File: config.mk
export PLATFORM = sky130hd
export DESIGN_NAME = firebird7_in_gate1_tessent_tdr_w19_ctl
export DESIGN_NICKNAME = d
export VERILOG_FILES = /design/src/rtl/firebird7_in_gate1_tessent_tdr_pkg.sv /design/src/rtl/firebird7_in_gate1_tessent_tdr_lencnt.sv /design/src/rtl/firebird7_in_gate1_tessent_tdr_w19_ctl.sv
export SDC_FILE = /design/constraint.sdc
export NUM_CORES = 1
export LEC_CHECK = 0
export CAP_MARGIN = 0
export CORE_UTILIZATION = 35
export DETAILED_ROUTE_END_ITERATION = 6
export SYNTH_ARGS = -nofsm -noshare
export SYNTH_HDL_FRONTEND = slang
export SYNTH_HIERARCHICAL = 1
export SYNTH_SLANG_ARGS = --single-unit
File: constraint.sdc
create_clock -name ijtag_tck -period 2.23 [get_ports ijtag_tck]
set_clock_uncertainty 0.05 [all_clocks]
set_input_delay 0.3345 -clock ijtag_tck [delete_from_list [all_inputs] [get_ports ijtag_tck]]
set_output_delay 0.3345 -clock ijtag_tck [all_outputs]
set_load 0.005 [all_outputs]
File: src/rtl/firebird7_in_gate1_tessent_tdr_pkg.sv
// Shared definitions for the gate1 Tessent IJTAG data-mux control TDR.
package firebird7_in_gate1_tessent_tdr_pkg;

    // Default mux data width and the resulting scan length (select bit + data).
    localparam int unsigned DEFAULT_DATA_WIDTH = 19;
    localparam int unsigned TDR_LEN            = DEFAULT_DATA_WIDTH + 1;

    // Shift-length tracker phases, decoded from the saturating counter value.
    typedef enum logic [1:0] {
        CNT_EMPTY    = 2'd0,
        CNT_SHIFTING = 2'd1,
        CNT_FULL     = 2'd2,
        CNT_OVER     = 2'd3
    } cnt_state_e;

    // Counter must hold 0 .. tdr_len+1 (the saturated OVER value).
    function automatic int unsigned cnt_width(input int unsigned tdr_len);
        return $clog2(tdr_len + 2);
    endfunction

endpackage

File: src/rtl/firebird7_in_gate1_tessent_tdr_lencnt.sv
// Saturating shift-length counter and update qualification for the TDR.
module firebird7_in_gate1_tessent_tdr_lencnt
    import firebird7_in_gate1_tessent_tdr_pkg::*;
#(
    parameter int unsigned DATA_WIDTH   = 19,
    parameter bit          LENGTH_CHECK = 1'b1
) (
    input  logic clk,
    input  logic rst_n,
    input  logic capture,
    input  logic shift,
    input  logic upd_req,
    output logic upd_accept,
    output logic upd_reject
);

    localparam int unsigned   CW           = cnt_width(DATA_WIDTH + 1);
    localparam logic [CW-1:0] CNT_ZERO     = {CW{1'b0}};
    localparam logic [CW-1:0] CNT_ONE      = CW'(1);
    localparam logic [CW-1:0] CNT_FULL_VAL = CW'(DATA_WIDTH + 1);
    localparam logic [CW-1:0] CNT_OVER_VAL = CW'(DATA_WIDTH + 2);

    logic [CW-1:0] count_r;
    logic [CW-1:0] count_nxt_s;
    cnt_state_e    cnt_state_s;
    logic          upd_accept_s;

    // Classify the counter value into its phase.
    always_comb begin
        cnt_state_s = CNT_SHIFTING;
        if (count_r == CNT_ZERO) begin
            cnt_state_s = CNT_EMPTY;
        end else if (count_r == CNT_FULL_VAL) begin
            cnt_state_s = CNT_FULL;
        end else if (count_r == CNT_OVER_VAL) begin
            cnt_state_s = CNT_OVER;
        end else begin
            cnt_state_s = CNT_SHIFTING;
        end
    end

    // An update is taken only after an exact-length shift when checking is on.
    always_comb begin
        upd_accept_s = 1'b0;
        if (upd_req) begin
            if (LENGTH_CHECK) begin
                upd_accept_s = (cnt_state_s == CNT_FULL);
            end else begin
                upd_accept_s = 1'b1;
            end
        end else begin
            upd_accept_s = 1'b0;
        end
    end

    // Next count: capture clears, shift counts (restarting at 1 after an accepted update).
    always_comb begin
        count_nxt_s = count_r;
        if (capture) begin
            count_nxt_s = CNT_ZERO;
        end else if (shift) begin
            if (upd_accept_s) begin
                count_nxt_s = CNT_ONE;
            end else if (cnt_state_s != CNT_OVER) begin
                count_nxt_s = count_r + CNT_ONE;
            end else begin
                count_nxt_s = count_r;
            end
        end else if (upd_accept_s) begin
            count_nxt_s = CNT_ZERO;
        end else begin
            count_nxt_s = count_r;
        end
    end

    // Counter register.
    always_ff @(posedge clk or negedge rst_n) begin
        if (!rst_n) begin
            count_r <= CNT_ZERO;
        end else begin
            count_r <= count_nxt_s;
        end
    end

    assign upd_accept = upd_accept_s;
    assign upd_reject = upd_req & ~upd_accept_s;

endmodule

File: src/rtl/firebird7_in_gate1_tessent_tdr_w19_ctl.sv
// IJTAG TDR driving the select/data control side of the gate1 19-bit data mux.
module firebird7_in_gate1_tessent_tdr_w19_ctl
    import firebird7_in_gate1_tessent_tdr_pkg::*;
#(
    parameter int unsigned           DATA_WIDTH   = DEFAULT_DATA_WIDTH,
    parameter logic [DATA_WIDTH-1:0] DATA_RESET   = '0,
    parameter logic                  SELECT_RESET = 1'b0,
    parameter bit                    LENGTH_CHECK = 1'b1
) (
    input  logic                  ijtag_tck,
    input  logic                  ijtag_reset,
    input  logic                  ijtag_sel,
    input  logic                  ijtag_ce,
    input  logic                  ijtag_se,
    input  logic                  ijtag_ue,
    input  logic                  ijtag_si,
    output logic                  ijtag_so,
    input  logic [DATA_WIDTH-1:0] capture_data_in,
    output logic [DATA_WIDTH-1:0] ijtag_data,
    output logic                  ijtag_select,
    output logic                  length_error
);

    logic                  capture_s;
    logic                  shift_s;
    logic                  upd_req_s;
    logic                  upd_accept_s;
    logic                  upd_reject_s;
    logic [DATA_WIDTH:0]   sr_r;
    logic [DATA_WIDTH:0]   sr_nxt_s;
    logic [DATA_WIDTH-1:0] upd_data_r;
    logic                  upd_sel_r;
    logic                  length_error_r;

    // Capture has priority over shift; nothing acts while deselected.
    assign capture_s = ijtag_sel & ijtag_ce;
    assign shift_s   = ijtag_sel & ijtag_se & ~ijtag_ce;
    assign upd_req_s = ijtag_sel & ijtag_ue;

    firebird7_in_gate1_tessent_tdr_lencnt #(
        .DATA_WIDTH   (DATA_WIDTH),
        .LENGTH_CHECK (LENGTH_CHECK)
    ) u_lencnt (
        .clk        (ijtag_tck),
        .rst_n      (ijtag_reset),
        .capture    (capture_s),
        .shift      (shift_s),
        .upd_req    (upd_req_s),
        .upd_accept (upd_accept_s),
        .upd_reject (upd_reject_s)
    );

    // Shift register next value: capture observed data with current select, or shift toward so.
    always_comb begin
        sr_nxt_s = sr_r;
        if (capture_s) begin
            sr_nxt_s = {capture_data_in, upd_sel_r};
        end else if (shift_s) begin
            sr_nxt_s = {ijtag_si, sr_r[DATA_WIDTH:1]};
        end else begin
            sr_nxt_s = sr_r;
        end
    end

    // Shift register.
    always_ff @(posedge ijtag_tck or negedge ijtag_reset) begin
        if (!ijtag_reset) begin
            sr_r <= {(DATA_WIDTH + 1){1'b0}};
        end else begin
            sr_r <= sr_nxt_s;
        end
    end

    // Update register loads the pre-edge shift contents on an accepted update only.
    always_ff @(posedge ijtag_tck or negedge ijtag_reset) begin
        if (!ijtag_reset) begin
            upd_data_r <= DATA_RESET;
            upd_sel_r  <= SELECT_RESET;
        end else if (upd_accept_s) begin
            upd_data_r <= sr_r[DATA_WIDTH:1];
            upd_sel_r  <= sr_r[0];
        end else begin
            upd_data_r <= upd_data_r;
            upd_sel_r  <= upd_sel_r;
        end
    end

    // Sticky result of the most recent update request.
    always_ff @(posedge ijtag_tck or negedge ijtag_reset) begin
        if (!ijtag_reset) begin
            length_error_r <= 1'b0;
        end else if (upd_req_s) begin
            length_error_r <= upd_reject_s;
        end else begin
            length_error_r <= length_error_r;
        end
    end

    assign ijtag_so     = sr_r[0];
    assign ijtag_data   = upd_data_r;
    assign ijtag_select = upd_sel_r;
    assign length_error = length_error_r;

endmodule

==> results of run 1 <==
==> cell families (layout without fill, tap and decap cells) <==
family          after synthesis  count (layout)  share of synthesized area
buf+inv                      20              68                     0.0488
simple gates                 77              77                      0.189
fa+ha+maj                     3               3                     0.0176
xor+xnor                      1               1                    0.00412
mux                          22              22                      0.116
flops                        46              46                      0.541
compound gates               28              28                     0.0835
==> flip-flops by register name, indices dropped and copies added (netlist names) <==
register and cells:
ijtag_data 19, sr_r 20, length_error 1, ijtag_select 1, u_lencnt/count_r 5
==> per-layer routing <==
layer | GRT usage | up-vias
met4 | 0.0536 | 0
met3 | 0.0446 | 7
met1 | 0.228 | 828
met5 | 0 | -
met2 | 0.235 | 40
li1 | - | 833
==> what timing repair did <==
action,4_1_cts,5_1_grt
hold buffers,1,0
setup buffers,0,0
endpoints found under the hold margin,21,0
gates resized for setup,0,0
endpoints found under the setup margin,0,0
==> worst paths after layout <==
check                      cells after the start        endpoint  slack [ns]
min                                            1  ijtag_data[13]        0.46
min in group asynchronous                      2  ijtag_data[10]        0.48
max                                            4  ijtag_data[18]        0.51
max reg2reg                                    4  ijtag_data[18]        0.51
min reg2reg                                    1  ijtag_data[13]        0.46
max in group asynchronous                      3    ijtag_select        1.13
==> power by group <==
part	switching (uW)	total (uW)	internal, uW
clock	290	768	478
sequential	72.2	971	899
combinational	111	230	119
total	473	1970	1500
==> cell usage in the layout, fill, tap and decap left out, drive strengths merged <==
cell type,n
and4,1
a2111oi,1
nand4,2
buf,10
a21boi,2
o22ai,20
xor2,1
clkbuf,6
nand3,1
and2,1
dfrtp,46
a31oi,1
ha,3
a211oi,1
clkdlybuf4s50,46
mux2,21
nor3,63
a21oi,3
inv,3
mux2i,1
or3,1
dlygate4sd3,1
nand2,3
nor2,1
and3b,1
nor2b,1
bufinv,2
and3,2
==> through the flow <==
stage          instances  instance area, sq um  power, uW  utilization
6_report             320                  2830       1970        0.480
3_5_place_dp         311                  2670       1220        0.454
5_1_grt              320                  2830       2060        0.480
3_3_place_gp         311                  2670       1210        0.454
4_1_cts              320                  2830       1990        0.480
2_1_floorplan        197                  2130       1090            -
==> cell type report <==
cell class | instances | area, sq um
Inverter | 3 | 11.3
Sequential cell | 46 | 1150
Tap cell | 75 | 93.8
Timing Repair Buffer | 57 | 556
Clock buffer | 6 | 82.6
Multi-Input combinational cell | 131 | 872
Clock inverter | 2 | 60.1
Fill cell | 562 | 3060
==> results.yml, run 1 <==
outcome:
  status: "finished clean"
place:
  portBuffers: 47
  place_congestion: 0.720
  pre_cts_slack_ns: 0.199
  post-dp-hpwl_microns: 3130
timing:
  clock.fmax_ghz: 0.581
  period_needed_ns: 1.72
  rsz0062_at_grt: "false"
  fin_crit_sh: 0.772
  hold_viol_final: 0
  tightest_slew_ns: 0.517
  setup_violations: 0
  tns_ns: 0
  relSlewSlack: 0.656
  maxSlewViolCount: 0
  fin_ws_ns: 0.508
  fin_hold_ws_ns: 0.459
global_routing:
  grt_pass1_wl_microns: 7820
  grt_max_degree: 31
  grt_use_total: 0.161
  antenna_found_initial: 0
  grt_pass1_vias: 1594
  grt_overflow_total: 0
logic_synthesis:
  synth_common_cells: "nor3_1, dfrtp_1, mux2_2"
  yosysTopAreaCell: "dfrtp_1"
  ys_seq_area_frac: 0.541
  ys.warnings.count: 6
  netlist_area_sq_mm: 0.00213
  yosysTopAreaCellShare: 0.541
  synth_edf_count: 0
  ys_async_sr_fraction: 1.00
  avgSynthCellArea_sq_um: 10.8
  postSynthCellCount: 197
  synth_flop_cell: "dfrtp_1"
  synth.most_common_cell: "nor3_1"
  yosysUniqueCellTypes: 29
  synth_nets: 226
  synthTopCellsByArea: "dfrtp_1, nor3_1, mux2_2, o22ai_1, buf_2"
  synth-seq-cells: 46
worst_setup_path:
  max_stage_delay_ns: 0.44
  worst-path-buf-inv: 1
  arrival_ns: 1.86
  reg2reg_from: "u_lencnt/count_r[0]"
  path_delay_family: "flip-flops"
  worstPathMaxFanout: 26
  path_cells: "inv_1, ha_1, and3_4, mux2_2"
  crit_type: "reg -> reg"
  crit_path_top_delay_cell: "dfrtp_1"
  startpoint: "u_lencnt/count_r[0]"
  end_kind: "flop"
  start_kind: "flop"
  required_ns: 2.37
cts:
  clkTransAtPathRegs_ns: 0.09
  cts.root.buffer_cell: "clkbuf_8"
  clkSinkCount: 46
  clk_latency_ns: 0.31
  h-tree-depth: 2
  clockBufferDepth: 2
  cts_made_buffers: 5
  cts_tree: "built"
job:
  drv_cap: 0
detailed_routing:
  drc: 0
  routed_via_density: 5.34
  wl_met1_microns: 2270
  initialDrtViolationCount: 96
  met3_length_microns: 234
  wl_met2_microns: 2100
  vias: 1708
  first_pass_iters: 4
  antenna_left: 0
  wl_per_cell_microns: 14.6
  wl_microns: 4660
  top_layer: "met4"
min_path:
  min_from: "ijtag_data[13]"
  hold_path.class: "reg -> reg"
floorplanning:
  die_w_microns: 80.0
  ioPinCount: 48
  die_area_sq_mm: 0.00639
  initial_core_util: 0.361
  core-area_sq_mm: 0.00589
  die_y_microns: 80.0
  rows: 28
pwr:
  powerDensity_mw_per_mm2: 697
  leakage_uw: 0.00118
  vdd_drop_max_mv: 0.348
layout:
  areaGrowthSynthToFinish_pct: 32.9
  layout-drive-gt1-share: 0.163
  insertedDiodeCount: 0
  nets: 273
No activity file was read; power rests on OpenSTA's default activity.
==> inputs of run 2 (changes only) <==
==> constraint.sdc (replaced) <==
create_clock -name ijtag_tck -period 1.8 [get_ports ijtag_tck]
set_clock_uncertainty 0.05 [all_clocks]
set_input_delay 0.27 -clock ijtag_tck [delete_from_list [all_inputs] [get_ports ijtag_tck]]
set_output_delay 0.27 -clock ijtag_tck [all_outputs]
set_load 0.005 [all_outputs]
==> results.yml, run 2 (synthesized netlist as in run 1, its figures left out) <==
outcome:
  status: "finished clean"
cts:
  h-tree-depth: 2
  post_cts_buffers: 0
  clockBufferDepth: 2
  cts_tree: "built"
  clkTransAtPathRegs_ns: 0.08
  cts_made_buffers: 5
  clk_latency_ns: 0.29
  cts.root.buffer_cell: "clkbuf_8"
  clkSinkCount: 46
pwr:
  powerDensity_mw_per_mm2: 787
  vdd_drop_max_mv: 0.341
  pwr-share-clk: 0.332
  sw_frac_of_total: 0.249
  p_comb_frac: 0.134
  leakage_uw: 0.00120
  seqPwrFrac: 0.533
  power.switching_uw: 561
  p_int_uw: 1690
layout:
  final_cell_mix: "nor3_1, dfrtp_1, clkdlybuf4s50_1"
  stdcell_area_sq_mm: 0.00286
  mostFrequentLayoutCell: "nor3_1"
  largest_reg_flops: 20
  top_register: "sr_r"
  insertedDiodeCount: 0
  stdcell_count: 329
  nets: 282
  final_core_util: 0.486
  layout-drive-gt1-share: 0.185
  areaGrowthSynthToFinish_pct: 34.4
timing:
  clock.fmax_ghz: 0.602
  tightest_slew_ns: 0.360
  maxSlewViolCount: 0
  fin_hold_ws_ns: 0.442
  fin_crit_sh: 0.922
  rsz0062_at_grt: "false"
  hold_viol_final: 0
  fin_ws_ns: 0.140
  setup_violations: 0
  period_needed_ns: 1.66
  relSlewSlack: 0.760
detailed_routing:
  wl_per_cell_microns: 14.4
  routed_via_density: 5.21
  first_pass_iters: 4
  initialDrtViolationCount: 79
  vias: 1714
  antenna_left: 0
  drc: 0
  wl_microns: 4730
worst_setup_path:
  r2r_slack_ns: 0.14
  crit_type: "reg -> reg"
  r2r_cells: 4
  start_kind: "flop"
  max_stage_delay_ns: 0.42
  rr_endpoint: "ijtag_data[9]"
  crit_path_top_delay_cell: "and3_4"
  required_ns: 1.92
  reg2reg_from: "u_lencnt/count_r[1]"
  worstPathMaxFanout: 26
  end_kind: "flop"
  path_cells: "inv_1, ha_1, and3_4, mux2_2"
  arrival_ns: 1.78
place:
  place_congestion: 0.746
  pre_cts_slack_ns: -0.118
  post-dp-hpwl_microns: 3150
  placed_cells: 320
  placed_area_sq_mm: 0.00274
  portBuffers: 47
min_path:
  hold_path.class: "in -> async"
global_routing:
  grt_pass1_wl_microns: 7990
  grt_use_total: 0.163
  grt_max_degree: 47
  antenna_found_initial: 0
  grt_pass1_vias: 1627
  grt_overflow_total: 0
floorplanning:
  core-area_sq_mm: 0.00589
  die_y_microns: 80.0
  initial_core_util: 0.361
  rows: 28
  die_w_microns: 80.0
  die_area_sq_mm: 0.00639
  ioPinCount: 48
job:
  drv_cap: 0
run 2: cell count changes in the layout (fill, tap and decap cells not counted):
cell,delta
a2111oi_0,-1
a2111oi_1,+1
buf_4,+9
bufinv_16,-1
clkbuf_1,+2
clkbuf_8,-1
run 2: layout make-up:
| cell class | instances | area (sq um) |
|---|---|---|
| inverters | 3 | 11.3 |
| well taps | 75 | 93.8 |
| fillers | 562 | 3030 |
| multi-input cells | 131 | 873 |
| repair buffers | 66 | 623 |
| clock buffers | 7 | 76.3 |
| clock inverters | 1 | 30.0 |
| flip-flops and latches | 46 | 1150 |
run 2: per-stage QoR:
| stage | setup TNS (ns) | power (uW) |
|---|---|---|
| after floorplan | 0 | 1350 |
| after global placement | -1.57 | 1510 |
| after detailed placement | -2.53 | 1520 |
| after CTS | 0 | 2280 |
| after global routing | 0 | 2370 |
| final | 0 | 2250 |
run 2: metal layers:
layer  track usage  part of all wire
met5             0                 0
met4        0.0607            0.0085
met3        0.0263             0.058
met2         0.241              0.45
met1         0.239              0.48
run 2: what timing repair did:
item	in CTS	in global routing
hold endpoints to repair	46	0
gates resized for setup	0	1
setup endpoints to repair	0	1
hold buffers	1	0
run 2: worst max-delay path by stage:
stage / from / endpoint / depth (start not counted)
floorplan: u_lencnt/count_r[3] / ijtag_data[0] / 5
global placement: ijtag_sel / ijtag_data[3] / 4
detailed placement: ijtag_sel / ijtag_data[5] / 4
CTS: u_lencnt/count_r[1] / ijtag_data[9] / 4
global route: u_lencnt/count_r[1] / u_lencnt/count_r[2] / 5
finish: u_lencnt/count_r[1] / ijtag_data[9] / 4
run 2: worst max-delay path: cells and delay by family (launching register included):
| kind | cells | cell delay (ns) |
|---|---|---|
| buffers and inverters | 1 | 0.09 |
| DFF | 1 | 0.41 |
| adders and majority gates | 1 | 0.19 |
| and+or+nand+nor | 1 | 0.42 |
| muxes | 1 | 0.38 |
run 2: power groups by stage:
stage	combinational, uW	clock [uW]	sequential [uW]
after floorplan	159	0	1200
after global placement	298	0	1220
after detailed placement	303	0	1220
after CTS	307	774	1200
after global routing	340	814	1210
final	302	748	1200
